### src/rtl/rv32i_pkg.sv
// rtl/rv32i_pkg.sv - shared RV32I widths, constants and fetch FSM state encoding
package rv32i_pkg;

  localparam int XLEN = 32;
  localparam logic [XLEN-1:0] NOP_INSTR = 32'h0000_0013;

  typedef enum logic [1:0] {
    S_REQ,
    S_WAIT,
    S_HOLD,
    S_ERR
  } fetch_state_t;

endpackage

### src/rtl/fetch_watchdog.sv
// rtl/fetch_watchdog.sv - fetch response watchdog; expires on the TIMEOUT_CYCLES-th idle wait cycle
module fetch_watchdog #(
  parameter int unsigned TIMEOUT_CYCLES = 255
) (
  input  logic clk,
  input  logic rst,
  input  logic clear_i,
  input  logic enable_i,
  output logic expired_o
);

  generate
    if (TIMEOUT_CYCLES == 0) begin : g_off
      assign expired_o = 1'b0;
    end else begin : g_on
      localparam int unsigned CW = $clog2(TIMEOUT_CYCLES + 1);
      localparam logic [CW-1:0] LAST = CW'(TIMEOUT_CYCLES - 1);

      logic [CW-1:0] count_q;
      logic [CW-1:0] count_d;

      always_comb begin
        count_d = count_q;
        if (clear_i) begin
          count_d = '0;
        end else if (enable_i) begin
          count_d = count_q + CW'(1);
        end
      end

      always_ff @(posedge clk) begin
        if (rst) begin
          count_q <= '0;
        end else begin
          count_q <= count_d;
        end
      end

      // Fires on the cycle the count would reach TIMEOUT_CYCLES, so a response then still wins.
      assign expired_o = enable_i && (count_q == LAST);
    end
  endgenerate

endmodule

### src/rtl/fetch_unit.sv
// rtl/fetch_unit.sv - PC register and single-outstanding instruction fetch FSM
module fetch_unit
  import rv32i_pkg::*;
#(
  parameter logic [XLEN-1:0] RESET_PC       = 32'h0000_0000,
  parameter int unsigned     TIMEOUT_CYCLES = 255
) (
  input  logic            clk,
  input  logic            rst,
  input  logic [XLEN-1:0] next_pc,
  input  logic            instr_ack,
  output logic            imem_req_valid,
  input  logic            imem_req_ready,
  output logic [XLEN-1:0] imem_addr,
  input  logic            imem_rsp_valid,
  input  logic [XLEN-1:0] imem_rsp_data,
  output logic [XLEN-1:0] instr,
  output logic            instr_valid,
  output logic [XLEN-1:0] pc,
  output logic [XLEN-1:0] pc_plus4,
  output logic            misalign_err,
  output logic            timeout_err
);

  fetch_state_t    state_q;
  logic [XLEN-1:0] pc_q;
  logic [XLEN-1:0] instr_q;
  logic            instr_valid_q;
  logic            misalign_q;
  logic            timeout_q;

  logic wd_clear;
  logic wd_enable;
  logic wd_expired;

  assign wd_clear  = (state_q == S_HOLD) && instr_ack;
  assign wd_enable = (state_q == S_WAIT) && !imem_rsp_valid;

  fetch_watchdog #(
    .TIMEOUT_CYCLES(TIMEOUT_CYCLES)
  ) u_watchdog (
    .clk      (clk),
    .rst      (rst),
    .clear_i  (wd_clear),
    .enable_i (wd_enable),
    .expired_o(wd_expired)
  );

  always_ff @(posedge clk) begin
    if (rst) begin
      state_q       <= S_REQ;
      pc_q          <= RESET_PC;
      instr_q       <= NOP_INSTR;
      instr_valid_q <= 1'b0;
      misalign_q    <= 1'b0;
      timeout_q     <= 1'b0;
    end else begin
      case (state_q)
        S_REQ: begin
          if (imem_req_ready) begin
            state_q <= S_WAIT;
          end
        end
        S_WAIT: begin
          if (imem_rsp_valid) begin
            instr_q       <= imem_rsp_data;
            instr_valid_q <= 1'b1;
            state_q       <= S_HOLD;
          end else if (wd_expired) begin
            timeout_q <= 1'b1;
            state_q   <= S_ERR;
          end
        end
        S_HOLD: begin
          if (instr_ack) begin
            instr_valid_q <= 1'b0;
            if (next_pc[1:0] == 2'b00) begin
              pc_q    <= next_pc;
              state_q <= S_REQ;
            end else begin
              misalign_q <= 1'b1;
              state_q    <= S_ERR;
            end
          end
        end
        S_ERR: begin
        end
      endcase
    end
  end

  // Gated by rst so a request never escapes during a reset cycle.
  assign imem_req_valid = (state_q == S_REQ) && !rst;
  assign imem_addr      = pc_q;
  assign instr          = instr_q;
  assign instr_valid    = instr_valid_q;
  assign pc             = pc_q;
  assign pc_plus4       = pc_q + 32'd4;
  assign misalign_err   = misalign_q;
  assign timeout_err    = timeout_q;

endmodule

### config.mk
export PLATFORM = sky130hd
export DESIGN_NAME = fetch_unit
export DESIGN_NICKNAME = d
export VERILOG_FILES = /design/src/rtl/rv32i_pkg.sv /design/src/rtl/fetch_watchdog.sv /design/src/rtl/fetch_unit.sv
export SDC_FILE = /design/constraint.sdc
export NUM_CORES = 1
export LEC_CHECK = 0
export ABC_CLOCK_PERIOD_IN_PS = 3100
export BUFFER_PORTS_ARGS = -buffer_cell sky130_fd_sc_hd__buf_2
export CORE_MARGIN = 2
export CORE_UTILIZATION = 49
export CTS_CLUSTER_SIZE = 30
export DETAILED_ROUTE_END_ITERATION = 10
export GPL_TIMING_DRIVEN = 0
export PLACE_DENSITY = 0.95
export SLEW_MARGIN = 15
export SYNTH_ARGS = -nofsm -noshare
export SYNTH_HDL_FRONTEND = slang
export SYNTH_SLANG_ARGS = --single-unit
### constraint.sdc
create_clock -name clk -period 3.1 [get_ports clk]
set_input_delay 0.155 -clock clk [delete_from_list [all_inputs] [get_ports clk]]
set_output_delay 0.155 -clock clk [all_outputs]
set_load 0.01 [all_outputs]
Word-level counts from Yosys, hierarchy flattened
Index checks and enable logic that the tools add are counted.
{ "classes": {"add_sub_neg": 2, "multipliers": 0, "n_div": 0, "n_lt_le_gt_ge": 0, "n_eq_ne": 7, "shifts": 0, "mux": 9, "bitwise_logic": 2, "n_reduce_logical": 17} }
{ "op_table": {"columns": ["op", "count"], "rows": [
  ["$add 32x3->32 const B", 1],
  ["$reduce_and 3->1", 4],
  ["$mux 2", 5],
  ["$add 8x1->8 const B", 1],
  ["$eq 8x8->1 const B", 1],
  ["$ne 2x2->1 const B", 3],
  ["$pmux 2 s3", 1],
  ["$logic_and 1x1->1", 4],
  ["$logic_not 2->1", 2],
  ["$reduce_and 4->1", 1],
  ["$ne 3x2->1 const B", 1],
  ["$reduce_bool 3->1", 1],
  ["$eq 2x1->1 const B", 1],
  ["$eq 2x2->1 const B", 1],
  ["$logic_not 1->1", 2],
  ["$mux 1", 2],
  ["$not 1->1", 2],
  ["$pmux 1 s2", 1],
  ["$reduce_and 2->1", 1],
  ["$reduce_bool 2->1", 1],
  ["$reduce_or 2->1", 1]
]} }
{ "totals": {"register_bits": 77, "latch_bits": 0, "ram_bits": 0, "mem_bits_ro": 0, "input_bits": 69, "out_inout_bits": 132, "word_cells": 44, "n_memories": 0} }

Longest topological paths before layout
{ "depth": {"ltp_word": 6, "ltp_mapped": 7} }

Cells and area by module
A second synthesis with hierarchy kept.
{ "hier_totals": {"cells_unflattened": 470, "area_unflattened_um2": 3721.1} }
{ "by_module_without_submodules": {"columns": ["mod", "n_inst", "cells_per_inst", "area_per_inst_um2", "seq_area_each_um2"], "rows": [
  ["fetch_unit", 1, 428, 3343.2, 1381.3],
  ["fetch_watchdog", 1, 42, 377.9, 160.2]
]} }

Worst setup path after synthesis
No wires, ideal clock.
{ "synth_path": {"path_type": "register -> output", "start": "register pc_q[14] (netlist: imem_addr[14])", "end": "output pc_plus4[31]", "t_arrival_ns": 1.803, "t_required_ns": 2.945, "path_slack_ns": 1.142, "path_stages_with_launch": 6, "path_buffers": 1, "cell_sequence": "dfxtp_1 > nand4_2 > or4_4 > buf_6 > nor4_4 > xor2_1"} }
{ "synth_via": {"elab_chain_cells": 1} }
{ "synth_rtl": {"columns": ["item", "line", "text"], "rows": [
  ["start, declared", "fetch_unit.sv:26", "logic [XLEN-1:0] pc_q;"],
  ["start signal, assigned", "fetch_unit.sv:78", "pc_q <= next_pc;"],
  ["$add 32x3->32", "fetch_unit.sv:98", "assign pc_plus4 = pc_q + 32'd4;"],
  ["end, declared", "fetch_unit.sv:20", "output logic [XLEN-1:0] pc_plus4,"]
]} }
No other way between the ends.

Worst setup path after layout
Ends and elaborated chain as after synthesis.

==> results by stage <==
Timing:
- The slew of the pin with the lowest slew margin is 0.554 ns.
- Setup total negative slack on the finished layout was measured at 0 ns.
- Across the routed clock network, the largest skew measured is 0.0110 ns.
- Setup repair after global routing left no endpoint under its margin.
- The final period utilization is 0.820.
- Setup violations remaining at the end of the flow were counted as 0.
- The number of max-slew violations in the final report was 0.
- Static timing analysis puts the maximum clock frequency at 393 MHz.
- The final hold violation count is 0.
- In this run the tightest slew margin relative to its limit is 0.628.
- The clock period could shrink to 2.54 ns.

Synth:
- Yosys mapped the design onto 36 distinct sky130hd cell types.
- The mapped netlist covers 3730 µm².
- Counting flops with a built-in enable in the synthesized netlist gives 0.
- The combinational family with the most area after synthesis is simple AND/OR/NAND/NOR gates.
- The number of warning messages in the yosys log is 0.
- The synthesized-area fraction occupied by xor and xnor cells is 0.0797.
- Of the total synthesized cell area, the portion taken by full adders, half adders and majority gates is 0.0235.
- Of the post-synthesis cell area, the part taken by muxes is 0.
- The per-instance average area after synthesis is 7.85 µm².
- The area share of and/or/nand/nor cells after synthesis is 0.275.
- The post-synthesis compound-gate area fraction is 0.0992.
- The number of nets in the synthesized netlist is 552.
- The post-synthesis sequential element count is 77.
- The primary flip-flop cell chosen by synthesis mapping is sky130_fd_sc_hd__dfxtp_1.
- For this run, the register share of the synthesized area comes to 0.413.
- In the synthesized netlist the async set-or-reset flop fraction comes to 0.
- The count of mapped cells out of synthesis is 476.

Placement:
- Detailed placement ended at an HPWL of 8.45 mm.
- The congestion estimate from routability-driven global placement came to 0.826.
- The count of input and output buffers is 199.
- Counting tap cells, the placed design contains a total of 774 instances.

Worst setup path:
- The critical path is of the flop to primary output type.
- The startpoint class of the critical path is a flop.
- Measured in cells, the most critical reg-to-reg path has a length of 7.
- The worst register-to-register path ends at imem_addr[14].
- The worst setup path is captured at a primary output.
- The cell family contributing the most delay on the critical path is simple AND/OR/NAND/NOR gates.
- In this run the worst setup path terminates at pc_plus4[31].
- The highest cell delay on the worst timing path is 0.57 ns.
- The cell with the largest stage delay on the worst path is sky130_fd_sc_hd__or4_4.
- The origin of the worst setup path is imem_addr[14].
- The critical path goes through nand4_2 -> or4_4 -> buf_6 -> nor4_4 -> xor2_1 -> buf_2.
- The number of buffer and inverter stages on the critical path is 2.
- The critical path crosses 6 cells after its start point.
- The startpoint of the most critical register-to-register path is state_q[0].
- The register-to-register path setup slack is 1.01 ns.
- The required time reported for the critical path endpoint is 2.94 ns.
- Data on the critical path arrives at its endpoint at 2.39 ns.
- The maximum net fanout on the critical path is 10.

Clock network:
- In this run the clock root is driven by a sky130_fd_sc_hd__clkbuf_8.
- The clock passes through at most 2 buffers.
- The hold buffer count at CTS is 0.
- After clock tree synthesis, the clock-pin slew on the worst setup and hold paths is 0.10 ns.
- The clock drives 77 sinks.
- TritonCTS built the clock tree.
- The source-to-sink clock delay at the later pin of the worst-skew pair is 0.35 ns.
- The total CTS buffers is 9.
- The number of H-tree levels is 3.
- The number of gates resized after CTS is 0.
- In this run the post-CTS setup repair buffer count came out at 0.

Final layout:
- The most common library cell in the layout ignoring fill and taps is sky130_fd_sc_hd__buf_2.
- From synthesis to final layout, the design area changed by 35.4%.
- Of the cells placed in the final design, the portion with a size suffix greater than 1 is 0.378.
- The net count reported at finish is 762.
- After the flow finishes, the layout carries non-filler instances totaling 790.
- The number of fill cells is 578.
- The number of diodes is 0.
- Leaving out fill and tap cells, the most frequent cells in the layout are 199 x sky130_fd_sc_hd__buf_2, 141 x sky130_fd_sc_hd__nand2_1, 77 x sky130_fd_sc_hd__dfxtp_1, 63 x sky130_fd_sc_hd__a21oi_1, 34 x sky130_fd_sc_hd__buf_4.

Global routing:
- The global-route congestion overflow total is 0.
- The maximum number of pins on one net before global-route repair is 16.
- In the global route stage, met2 resource usage came out at 0.486.
- The routing layer with the top usage in global route is met2.
- In the global route stage, met1 resource usage came out at 0.258.
- The all-layer global routing usage is 0.255.
- The number of antenna violations at the first check in global routing is 0.
- In the global route stage, met3 resource usage came out at 0.0822.
- The first global-routing pass estimated 17.2 mm of wire.
- The via count of the first global-routing pass is 3862.

Floorplan:
- The standard cell core area is 7330 µm².
- Measured along the y axis, the die boundary spans 91.3 µm.
- The top-level I/O count is 201.
- The area enclosed by the die boundary is 8340 µm².
- Measured along the x axis, the die boundary spans 91.3 µm.
- The floorplan has 31 rows.
- The initial utilization of the core area, before any placement, comes to 0.509.

Power:
- Of the total power, registers draw 0.487.
- The internal cell power is 0.00157 W.
- The fraction of power spent switching nets is 0.292.
- Total power for the finished layout comes to 0.00222 W.
- Across the VDD grid, the largest voltage drop is 0.000342 V.
- The net switching component of the power is 0.000647 W.
- The share of total power in combinational logic is 0.157.
- The total power density per cell area is 439 nW/µm².
- The clock share of power is 0.356.
- The cell leakage power is 2.53 nW.

Min path:
- The hold path startpoint is imem_rsp_data[5].
- The class of the tightest hold or removal check is input pin to flop.
- The hold path depth is 3.

Drt:
- Detailed routing inserted a total of 3960 vias.
- The number of DRC markers in iteration 0 is 71.
- The post-route antenna net violation count is 0.
- The number of iterations in the first detailed-routing pass is 4.
- The routed wire length per instance is 13.5 µm.
- After detailed routing, the number of remaining DRC violations is 0.
- Dividing the detail-routed via count by the number of cells gives 5.01.
- The routed design has 10.6 mm of wire.

Job:
- The count of maximum capacitance violations is 0.

Status:
- The flow ran to the end, and the final reports show no timing, DRC or antenna violations.
==> power groups by stage <==
stage | sequential (W) | combinational, W | clock [W]
floorplan | 0.00112 | 0.000179 | 0
global placement | 0.00110 | 0.000332 | 0
detailed placement | 0.00110 | 0.000348 | 0
CTS | 0.00108 | 0.000349 | 0.000800
global route | 0.00109 | 0.000389 | 0.000847
finish | 0.00108 | 0.000348 | 0.000790
==> worst min-delay path, cell delays in order <==
cell	delay, ns
sky130_fd_sc_hd__buf_2	0.10
sky130_fd_sc_hd__nand2_1	0.04
sky130_fd_sc_hd__a21oi_1	0.05
==> per-layer routing <==
metal  vias up  part of all wire
met5         -                 0
met4         0             0.018
met3        20             0.086
met2       188              0.52
met1      1802              0.38
li1       1950                 -
==> cell families (layout without fill, tap and decap cells) <==
| group | Yosys count | in the layout |
|---|---|---|
| AO/OA/AOI/OAI | 71 | 71 |
| XOR/XNOR | 34 | 34 |
| adder cells (fa/ha/maj) | 7 | 7 |
| buffers and inverters | 73 | 288 |
| flip-flops | 77 | 77 |
| AND/OR/NAND/NOR | 214 | 214 |
==> registers in the layout (all words and copies together), names as in the netlist <==
register,count
imem_addr,32
instr,32
instr_valid,1
misalign_err,1
state_q,2
timeout_err,1
u_watchdog.g_on.count_q,8
==> per-stage QoR <==
| stage | util | setup slack [ns] | instance area (µm²) | hold slack, ns |
|---|---|---|---|---|
| floorplan | - | 1.14 | 3730 | 0.279 |
| global placement | 0.662 | 0.958 | 4850 | 0.373 |
| finish | 0.690 | 0.556 | 5060 | 0.0354 |
| global route | 0.690 | 0.410 | 5060 | 0.0191 |
| CTS | 0.690 | 0.544 | 5060 | 0.0143 |
| detailed placement | 0.662 | 0.941 | 4850 | 0.381 |
==> synthesized netlist by cell type, drive strengths merged, types with 2 or more instances <==
| cell type | n | area share |
|---|---|---|
| nand2 | 141 | 0.14 |
| and3 | 2 | 0.0033 |
| nor3 | 10 | 0.020 |
| xor2 | 21 | 0.049 |
| or4 | 2 | 0.0050 |
| buf | 35 | 0.071 |
| o21a | 2 | 0.0040 |
| ha | 7 | 0.023 |
| dfxtp | 77 | 0.41 |
| a21oi | 63 | 0.084 |
| clkbuf | 25 | 0.025 |
| nand4 | 9 | 0.017 |
| and4 | 4 | 0.0094 |
| xnor2 | 13 | 0.030 |
| nor3b | 2 | 0.0040 |
| inv | 13 | 0.013 |
| nand3 | 9 | 0.012 |
| nor2b | 3 | 0.0050 |
| nor2 | 18 | 0.018 |
| nor4 | 6 | 0.024 |
| nand3b | 3 | 0.0060 |
| o21ai | 3 | 0.0040 |
==> area by class of cell <==
type | instances | area (µm²) | area share
buffer | 60 | 360 | 0.0712
clock inverter | 7 | 80.1 | 0.0158
sequential | 77 | 1540 | 0.305
inverter | 13 | 48.8 | 0.00965
clock buffer | 9 | 124 | 0.0245
tap | 99 | 124 | 0.0245
multi-input combinational | 326 | 1780 | 0.353
timing repair buffer | 199 | 996 | 0.197
==> worst min-delay path by stage <==
stage,end,slack [ns]
after floorplan,instr[0],0.28
after global placement,instr[1],0.37
after detailed placement,instr[1],0.38
after CTS,instr[1],0.01
after global routing,instr[19],0.02
final,instr[5],0.04
Note: power is estimated with default switching activity, not from simulation.
